**config.mk**
```make
export PLATFORM = sky130hd
export DESIGN_NAME = if_fetch_stage_flat
export DESIGN_NICKNAME = d
export VERILOG_FILES = /design/src/rtl/if_fetch_stage_pkg.sv /design/src/rtl/if_fetch_stage_if.sv /design/src/rtl/if_fetch_stage_fetch_buf.sv /design/src/rtl/if_fetch_stage.sv /design/src/flat_wrapper.sv
export SDC_FILE = /design/constraint.sdc
export NUM_CORES = 1
export LEC_CHECK = 0
export BUFFER_PORTS_ARGS = -buffer_cell sky130_fd_sc_hd__buf_2
export CORE_AREA = 2 2 128 130
export DETAILED_ROUTE_END_ITERATION = 8
export DIE_AREA = 0 0 130 132
export GPL_TIMING_DRIVEN = 0
export PLACE_DENSITY_LB_ADDON = 0.25
export SLEW_MARGIN = 20
export SYNTH_ARGS = -nofsm -noshare
export SYNTH_HDL_FRONTEND = slang
export SYNTH_SLANG_ARGS = --single-unit
```
**constraint.sdc**
```tcl
create_clock -name cpu_clk -period 4.25 [get_ports cpu_clk]
set_input_delay 0.85 -clock cpu_clk [delete_from_list [all_inputs] [get_ports cpu_clk]]
set_output_delay 0.85 -clock cpu_clk [all_outputs]
set_load 0.01 [all_outputs]
```
**src/rtl/if_fetch_stage_pkg.sv**
```systemverilog
// Shared types and constants for the LA32R instruction-fetch stage.
// The fetch packet pairs each instruction with its PC as it travels toward ID.
package if_fetch_stage_pkg;

    localparam int          PC_W             = 32;
    localparam int          INST_W           = 32;
    localparam logic [31:0] RESET_PC_DEFAULT = 32'h1C00_0000;
    localparam logic [31:0] NOP_INST         = 32'h0340_0000;  // andi r0,r0,0

    typedef struct packed {
        logic [PC_W-1:0]   pc;
        logic [INST_W-1:0] inst;
    } fetch_pkt_t;

    function automatic logic [PC_W-1:0] align_pc(input logic [PC_W-1:0] addr);
        return {addr[PC_W-1:2], 2'b00};
    endfunction

endpackage

```
**src/rtl/if_fetch_stage_if.sv**
```systemverilog
// Fetch-stage bus bundle: SRAM request/response, redirect from branch
// resolution, and the valid/allowin handshake toward ID.
interface if_fetch_stage_if;
    import if_fetch_stage_pkg::*;

    logic              inst_req;
    logic [PC_W-1:0]   inst_addr;
    logic [INST_W-1:0] inst_rdata;
    logic              br_taken;
    logic [PC_W-1:0]   br_target;
    logic              id_allowin;
    logic              if_valid;
    logic [PC_W-1:0]   if_pc;
    logic [INST_W-1:0] if_inst;

    modport master (
        output inst_req, inst_addr, if_valid, if_pc, if_inst,
        input  inst_rdata, br_taken, br_target, id_allowin
    );

    modport slave (
        input  inst_req, inst_addr, if_valid, if_pc, if_inst,
        output inst_rdata, br_taken, br_target, id_allowin
    );

endinterface

```
**src/rtl/if_fetch_stage_fetch_buf.sv**
```systemverilog
// Two-entry fetch FIFO with a bypass path: an empty buffer presents the
// incoming SRAM response directly so a fetch costs no extra cycle.
module fetch_buf
    import if_fetch_stage_pkg::*;
(
    input  logic       cpu_clk,
    input  logic       cpu_rstn,
    input  logic       flush,
    input  logic       bypass_valid,
    input  fetch_pkt_t bypass_pkt,
    input  logic       pop,
    output logic       head_valid,
    output fetch_pkt_t head_pkt,
    output logic [1:0] count
);

    fetch_pkt_t mem_q [2];
    logic       rd_ptr_q;
    logic       wr_ptr_q;
    logic [1:0] count_q;
    logic       fifo_nonempty;
    logic       pop_fifo;
    logic       push;

    assign fifo_nonempty = (count_q != 2'd0);
    assign head_valid    = fifo_nonempty || bypass_valid;
    assign head_pkt      = fifo_nonempty ? mem_q[rd_ptr_q] : bypass_pkt;
    assign pop_fifo      = pop && fifo_nonempty && !flush;
    // A response consumed straight off the bypass never occupies a slot.
    assign push          = bypass_valid && !flush && !(pop && !fifo_nonempty);
    assign count         = count_q;

    // NOTE: every state update below is non-blocking so all flops sample pre-edge values.
    always_ff @(posedge cpu_clk or negedge cpu_rstn) begin
        if (!cpu_rstn) begin
            rd_ptr_q <= 1'b0;
            wr_ptr_q <= 1'b0;
            count_q  <= 2'd0;
        end else if (flush) begin
            rd_ptr_q <= 1'b0;
            wr_ptr_q <= 1'b0;
            count_q  <= 2'd0;
        end else begin
            if (push)     wr_ptr_q <= !wr_ptr_q;
            if (pop_fifo) rd_ptr_q <= !rd_ptr_q;
            count_q <= count_q + {1'b0, push} - {1'b0, pop_fifo};
        end
    end

    // NOTE: the storage array is deliberately not reset; count_q alone decides which entries are live.
    always_ff @(posedge cpu_clk) begin
        if (push) mem_q[wr_ptr_q] <= bypass_pkt;
    end

    count_max_a: assert property (@(posedge cpu_clk) disable iff (!cpu_rstn) count_q <= 2'd2);

endmodule

```
**src/rtl/if_fetch_stage.sv**
```systemverilog
// LA32R instruction-fetch stage: owns the PC, issues 1-cycle-latency SRAM
// reads, and hands {pc, inst} to ID; redirects squash all wrong-path work.
module if_fetch_stage
    import if_fetch_stage_pkg::*;
#(
    parameter logic [31:0] RESET_PC = RESET_PC_DEFAULT
) (
    input  logic             cpu_clk,
    input  logic             cpu_rstn,
    if_fetch_stage_if.master bus
);

    logic            run_q;
    logic [PC_W-1:0] pc_q;
    logic            inflight_q;
    logic [PC_W-1:0] inflight_pc_q;

    logic [1:0]      count;
    logic [1:0]      occupancy;
    logic            issue;
    logic            head_valid;
    logic            fire;
    fetch_pkt_t      head_pkt;
    fetch_pkt_t      rsp_pkt;

    // Slots already claimed (buffered + in flight) bound how many we may request.
    assign occupancy = count + {1'b0, inflight_q};
    assign issue     = run_q && !bus.br_taken && (occupancy < 2'd2);
    assign rsp_pkt   = '{pc: inflight_pc_q, inst: bus.inst_rdata};
    assign fire      = bus.if_valid && bus.id_allowin;

    assign bus.inst_req  = issue;
    assign bus.inst_addr = pc_q;
    assign bus.if_valid  = head_valid && !bus.br_taken;
    assign bus.if_pc     = bus.if_valid ? head_pkt.pc   : '0;
    assign bus.if_inst   = bus.if_valid ? head_pkt.inst : '0;

    fetch_buf u_fetch_buf (
        .cpu_clk      (cpu_clk),
        .cpu_rstn     (cpu_rstn),
        .flush        (bus.br_taken),
        .bypass_valid (inflight_q),
        .bypass_pkt   (rsp_pkt),
        .pop          (fire),
        .head_valid   (head_valid),
        .head_pkt     (head_pkt),
        .count        (count)
    );

    // run_q keeps requests off until the first edge after reset release.
    always_ff @(posedge cpu_clk or negedge cpu_rstn) begin
        if (!cpu_rstn) begin
            run_q         <= 1'b0;
            pc_q          <= RESET_PC;
            inflight_q    <= 1'b0;
            inflight_pc_q <= '0;
        end else begin
            run_q <= 1'b1;
            if (bus.br_taken) begin
                pc_q       <= align_pc(bus.br_target);
                inflight_q <= 1'b0;
            end else if (issue) begin
                inflight_q    <= 1'b1;
                inflight_pc_q <= pc_q;
                pc_q          <= pc_q + 32'd4;
            end else begin
                inflight_q <= 1'b0;
            end
        end
    end

endmodule

```
**src/flat_wrapper.sv**
```systemverilog
// flat-port wrapper written by rule: the top's interface ports become plain ports
module if_fetch_stage_flat import if_fetch_stage_pkg::*;
#(
    parameter logic [31:0] RESET_PC = RESET_PC_DEFAULT
)
  (cpu_clk, cpu_rstn, bus_inst_req, bus_inst_addr, bus_if_valid, bus_if_pc, bus_if_inst, bus_inst_rdata, bus_br_taken, bus_br_target, bus_id_allowin);
  if_fetch_stage_if bus_i ();
  input  logic cpu_clk;
  input  logic cpu_rstn;
  output wire logic [$bits(bus_i.inst_req)-1:0] bus_inst_req;
  output wire logic [$bits(bus_i.inst_addr)-1:0] bus_inst_addr;
  output wire logic [$bits(bus_i.if_valid)-1:0] bus_if_valid;
  output wire logic [$bits(bus_i.if_pc)-1:0] bus_if_pc;
  output wire logic [$bits(bus_i.if_inst)-1:0] bus_if_inst;
  input wire logic [$bits(bus_i.inst_rdata)-1:0] bus_inst_rdata;
  input wire logic [$bits(bus_i.br_taken)-1:0] bus_br_taken;
  input wire logic [$bits(bus_i.br_target)-1:0] bus_br_target;
  input wire logic [$bits(bus_i.id_allowin)-1:0] bus_id_allowin;
  assign bus_inst_req = bus_i.inst_req;
  assign bus_inst_addr = bus_i.inst_addr;
  assign bus_if_valid = bus_i.if_valid;
  assign bus_if_pc = bus_i.if_pc;
  assign bus_if_inst = bus_i.if_inst;
  assign bus_i.inst_rdata = bus_inst_rdata;
  assign bus_i.br_taken = bus_br_taken;
  assign bus_i.br_target = bus_br_target;
  assign bus_i.id_allowin = bus_id_allowin;
  if_fetch_stage #(.RESET_PC(RESET_PC)) u_core (.cpu_clk(cpu_clk), .cpu_rstn(cpu_rstn), .bus(bus_i));
endmodule
```
==> flow_summary.yaml, run 1 <==
run_status:
  status: "finished clean"
sta:
  hold_viol_final: 0
  setup_viol: 0
  rsz0062_at_grt: "false"
  slew_headroom_pct: 44.12
  layout_min_cycle_time_ns: 3.787
  drv_slew: 0
  finalSetupTns_ns: 0
  holdWs_ns: 0.2930
  maxClockFrequency_ghz: 0.2641
  timing.final.ws_setup_ns: 0.4630
  min_period_over_period_pct: 89.11
  worst_slew_pin_slew_ns: 0.8382
  skew_ns: 0.006236
die:
  start_util_pct: 54.01
  placementRows: 46
  ios: 166
  core_area_sq_um: 15710
  die_x_um: 130
  fp.dieH_um: 132
  dieArea_sq_um: 17160
detailed_routing:
  wl_per_cell_um: 16.70
  routed_via_density: 5.397
  via_count: 6342
  first_pass_iters: 4
  drt_iter0_drc: 506
  drc: 0
  drtAntennaViolNets: 0
  drt_wl_total_um: 19620
synth:
  yosys_register_bits: 190
  synth_top_cell_area_share_pct: 43.88
  synth_compound_area_share_pct: 7.299
  yosys.area.top_type: "edfxtp_1"
  synth-simple-area-share_pct: 15.22
  ys.warnings.count: 0
  synth_area_leaders: "edfxtp_1 44%, dfrtp_1 19%, mux2i_1 7.4%"
  syn_area_sq_um: 8486
  ys_top_cells_by_count: "134 x nor2_1, 125 x nand2_1, 124 x edfxtp_1"
  ys_seq_area_share_pct: 63.39
  synthXorXnorAreaFrac_pct: 2.993
  synth.avg_cell_area_sq_um: 11.15
  synth.distinct_cells: 40
  synth_flop_cell: "edfxtp_1"
  synth_mux_area_share_pct: 7.564
  synth_most_common_cell: "nor2_1"
  synthAdderAreaFrac_pct: 0.4423
  synth_edf_count: 124
  postSynthCellCount: 761
  synth_top_family_by_area: "simple AND/OR/NAND/NOR gates"
  postSynth.asyncResetShare_pct: 34.74
power:
  peakVddDrop_mv: 0.2653
  leakage_nw: 4.169
  power_density_nw_per_um2: 422.8
  power_mw: 4.340
worst_hold_path:
  min_path_type: "input port to async pin"
clock_tree:
  cts_made_buffers: 17
  clk_pin_slew_ns: 0.07
  insertion_delay_ns: 0.43
  ctsRootBufferMaster: "clkbuf_16"
  cts_tree: "yes"
  h-tree-depth: 4
  ctsHoldBuffers: 0
  cts_max_path_buffers: 2
  postCtsSetupBuffers: 0
  cts_sinks: 190
  ctsResizeCount: 0
grt:
  grt_pass1_vias: 6000
  overflow: 0
  grt_use_total_pct: 23.21
  antenna_found_initial: 0
  grt_pass1_wl_um: 30570
  grt_max_degree: 48
worst_setup_path:
  crit_required_ns: 3.40
  cp.arrival_ns: 2.94
  cp-end-kind: "output pin"
  start_kind: "flop"
  critical_path.max_fanout: 10
  crit_type: "flop to output pin"
place:
  place_ws_ns: 0.8583
  portBuffers: 158
  dpl.hpwl_um: 13960
  globalplace.congestion: 0.8224
  placed_cells: 1143
layout:
  drive_above_1_share_pct: 22.31
  n_fill_cell: 1209
  finalNetCount: 1017
  syn_to_final_growth_pct: 20.98
  antenna_cells: 0
  stdcell_count: 1175
run:
  maxCapViolCount: 0
==> final timing paths <==
kind                       slack, ns                               to                        start  depth (start not counted)
setup / recovery                0.46                     bus_if_pc[9]  u_core.u_fetch_buf.count[0]                          6
hold / removal                  0.29         u_core.bus.inst_addr[12]                     cpu_rstn                          1
setup reg to reg                1.78  u_core.u_fetch_buf.mem_q[1][15]            u_core.inflight_q                          4
hold reg to reg                 0.51  u_core.u_fetch_buf.mem_q[1][44]     u_core.inflight_pc_q[12]                          0
max in group asynchronous       3.39         u_core.bus.inst_addr[26]                     cpu_rstn                          2
min in group cpu_clk            0.51  u_core.u_fetch_buf.mem_q[1][44]     u_core.inflight_pc_q[12]                          0
==> critical path, stage by stage (launching register included) <==
cell and delay [ns]:
dfrtp_1 0.45, nor2_1 0.60, clkbuf_1 0.42, clkbuf_1 0.51
a31oi_1 0.15, nor2_1 0.20, buf_2 0.17
==> state kept, by name (all words and copies together) (netlist names) <==
register                     count
u_core.u_fetch_buf.mem_q       124
u_core.u_fetch_buf.count         2
u_core.inflight_pc_q            30
u_core.u_fetch_buf.wr_ptr_q      1
u_core.run_q                     1
u_core.bus.inst_addr            30
u_core.u_fetch_buf.rd_ptr_q      1
u_core.inflight_q                1
==> per-stage QoR <==
| stage | utilization [%] | cell area (sq um) |
|---|---|---|
| after detailed placement | 61.77 | 9706 |
| after global placement | 60.83 | 9558 |
| after CTS | 65.34 | 10270 |
| after floorplan | - | 8497 |
| final | 65.34 | 10270 |
| after global routing | 65.34 | 10270 |
==> cell usage in the layout (no fill, tap or decap), types with 2 or more instances in the layout <==
cell / n
buf_2: 166
nor2_1: 132
nand2_1: 125
edfxtp_1: 124
mux2i_1: 63
a31oi_1: 63
dfrtp_1: 63
clkbuf_1: 41
o21ai_0: 28
clkbuf_16: 18
xnor2_1: 15
xor2_1: 14
nand3_1: 10
and4_1: 8
nor3_1: 7
inv_1: 7
nand4_1: 7
clkinv_2: 6
and3_1: 5
nor4_1: 5
buf_4: 5
conb_1: 5
o21ai_1: 4
buf_16: 4
ha_1: 3
dfstp_2: 3
nor2_4: 2
a21oi_1: 2
or3_1: 2
inv_4: 2
==> routing by layer <==
| metal | track usage, % | share of wire, % |
|---|---|---|
| met1 | 32.07 | 45 |
| met2 | 36.47 | 47 |
| met3 | 4.180 | 5.5 |
| met4 | 9.498 | 2.4 |
| met5 | 0 | 0 |
==> cell type report <==
type / instances / area, sq um / share of cell area [%]
Clock inverter: 11 / 88.84 / 0.8653
Tap cell: 216 / 270.3 / 2.633
Clock buffer: 21 / 471.7 / 4.595
Buffer: 53 / 225.2 / 2.194
Inverter: 8 / 30.03 / 0.2925
Sequential cell: 190 / 5379 / 52.39
Multi-Input combinational cell: 513 / 2878 / 28.03
Timing Repair Buffer: 163 / 923.4 / 8.995
==> logic make-up (layout without fill, tap and decap cells) <==
kind of cell               Yosys count  in the layout
DFF                                190            190
and+or+nand+nor                    309            309
adders and majority gates            3              3
other                                2              5
muxes                               64             64
xor gates and xnor gates            29             29
buffers and inverters               61            256
AOI/OAI and AO/OA                  103            103
==> report_power, final <==
group,total (mW),internal [mW],switching (mW)
Sequential,2.23,2.11,0.117
Combinational,0.605,0.232,0.374
Clock,1.51,0.852,0.657
Total,4.34,3.19,1.15
Note: power is estimated with default switching activity, not from simulation.
==> run 2: changes to the inputs <==
Settings changed: CELL_PAD_IN_SITES_DETAIL_PLACEMENT set to 0, CELL_PAD_IN_SITES_GLOBAL_PLACEMENT set to 1, CORE_AREA 2 2 128 130 to 2 2 144 146, DIE_AREA 0 0 130 132 to 0 0 146 148.
==> flow_summary.yaml, run 2 (synthesis gave the netlist of run 1 again) <==
run_status:
  status: "finished clean"
worst_setup_path:
  cp.arrival_ns: 2.88
  cp-endpoint: "bus_if_pc[9]"
  crit_type: "flop to output pin"
  r2r-start: "u_core.inflight_q"
  start_kind: "flop"
  crit_required_ns: 3.40
  cp-startpoint: "u_core.u_fetch_buf.count[0]"
  ff2ff_setup_slack_ns: 1.76
  cp-end-kind: "output pin"
  slowest_delay_ns: 0.54
  cp_cell_sequence: "nor2_1 -> clkbuf_1 -> clkbuf_1 -> a31oi_1 -> nor2_1 -> buf_2"
  critical_path.max_fanout: 10
  r2r-end: "u_core.u_fetch_buf.mem_q[0][27]"
  cp_slowest_cell: "nor2_1"
  r2r.worst_path.cells: 4
sta:
  layout_min_cycle_time_ns: 3.729
  hold_viol_final: 0
  min_period_over_period_pct: 87.73
  setup_viol: 0
  slew_headroom_pct: 43.76
  maxClockFrequency_ghz: 0.2682
  finalSetupTns_ns: 0
  worst_slew_pin_slew_ns: 0.8436
  skew_ns: 0.006985
  drv_slew: 0
  holdWs_ns: 0.3197
  timing.final.ws_setup_ns: 0.5213
  rsz0062_at_grt: "false"
clock_tree:
  cts_max_path_buffers: 2
  cts_sinks: 190
  postCtsSetupBuffers: 0
  h-tree-depth: 4
  ctsHoldBuffers: 0
  ctsResizeCount: 0
  insertion_delay_ns: 0.43
  ctsRootBufferMaster: "clkbuf_16"
  clk_pin_slew_ns: 0.07
  cts_made_buffers: 17
  cts_tree: "yes"
detailed_routing:
  drt_iter0_drc: 311
  drc: 0
  drt_wl_total_um: 20570
  via_count: 6203
  first_pass_iters: 5
  wl_per_cell_um: 16.73
  drtAntennaViolNets: 0
  routed_via_density: 5.043
place:
  place_area_sq_um: 9766
  place_ws_ns: 0.7831
  dpl.hpwl_um: 14720
  globalplace.congestion: 0.7917
  placed_cells: 1197
  portBuffers: 158
power:
  power_density_nw_per_um2: 431.5
  power_mw: 4.478
  peakVddDrop_mv: 0.2980
  leakage_nw: 4.174
die:
  core_area_sq_um: 20040
  fp.dieH_um: 148
  ios: 166
  placementRows: 52
  start_util_pct: 42.35
  dieArea_sq_um: 21610
  die_x_um: 146
layout:
  syn_to_final_growth_pct: 22.31
  postLayoutCoreUtil_pct: 51.79
  layout_common_cells: "166 x buf_2, 132 x nor2_1, 125 x nand2_1, 124 x edfxtp_1"
  drive_above_1_share_pct: 22.42
  stdcell_count: 1230
  multiInputGateArea_sq_um: 2878
  regMostFlops: "u_core.u_fetch_buf.mem_q"
  final_common_cell: "buf_2"
  stdcell_area_sq_um: 10380
  largest_reg_flops: 124
  n_fill_cell: 1901
  seqCellArea_sq_um: 5379
  finalNetCount: 1017
grt:
  grt_pass1_vias: 5978
  antenna_found_initial: 1
  grt_max_degree: 45
  overflow: 0
  grt_pass1_wl_um: 32260
  grt_use_total_pct: 19.24
worst_hold_path:
  min_path_type: "input port to async pin"
run:
  maxCapViolCount: 0
## run 2: cell count changes in the layout (fill, tap and decap cells not counted), moves of 2 or more
| cell | change |
|---|---|
| clkbuf_1 | -2 |
| clkinvlp_4 | +2 |
| inv_6 | +4 |
| clkinv_2 | -5 |
| bufinv_16 | +2 |
| inv_4 | -2 |
## run 2: worst min path at each step
stage | end | cells past startpoint | from | slack [ns]
CTS | u_core.bus.inst_addr[16] | 1 | cpu_rstn | 0.31
floorplan | u_core.u_fetch_buf.mem_q[0][34] | 0 | u_core.inflight_pc_q[2] | 0.46
finish | u_core.bus.inst_addr[16] | 1 | cpu_rstn | 0.32
global route | u_core.bus.inst_addr[16] | 1 | cpu_rstn | 0.32
detailed placement | u_core.u_fetch_buf.mem_q[1][36] | 0 | u_core.inflight_pc_q[4] | 0.49
global placement | u_core.u_fetch_buf.mem_q[0][40] | 0 | u_core.inflight_pc_q[8] | 0.48
## run 2: layout make-up
class | count | share of cell area, %
Antenna cell | 1 | 0.02411
Timing Repair Buffer | 163 | 8.825
Multi-Input combinational cell | 513 | 27.73
Inverter | 8 | 0.2893
Clock inverter | 15 | 1.784
Sequential cell | 190 | 51.83
Clock buffer | 17 | 4.099
Tap cell | 270 | 3.255
Buffer | 53 | 2.170
## run 2: layer usage
layer | GRT usage, % | vias to the layer above | wire [um] | share of wire [%]
met4 | 6.845 | 0 | 378 | 1.8
met2 | 29.53 | 190 | 9130 | 44
li1 | - | 3068 | - | -
met3 | 3.735 | 27 | 1054 | 5.1
met5 | 0 | - | 0 | 0
met1 | 27.52 | 2918 | 10010 | 49
## run 2: critical path: cells and delay by family, from the launching register on
family / cells / cell delay (ns)
compound gates: 1 / 0.15
buf+inv: 3 / 1.09
flops: 1 / 0.45
simple gates: 2 / 0.75
## run 2: report_power, final
group          switching (mW)  total (mW)  internal, mW
Sequential              0.117        2.23          2.11
Combinational           0.377       0.609         0.232
Clock                   0.708        1.64         0.936
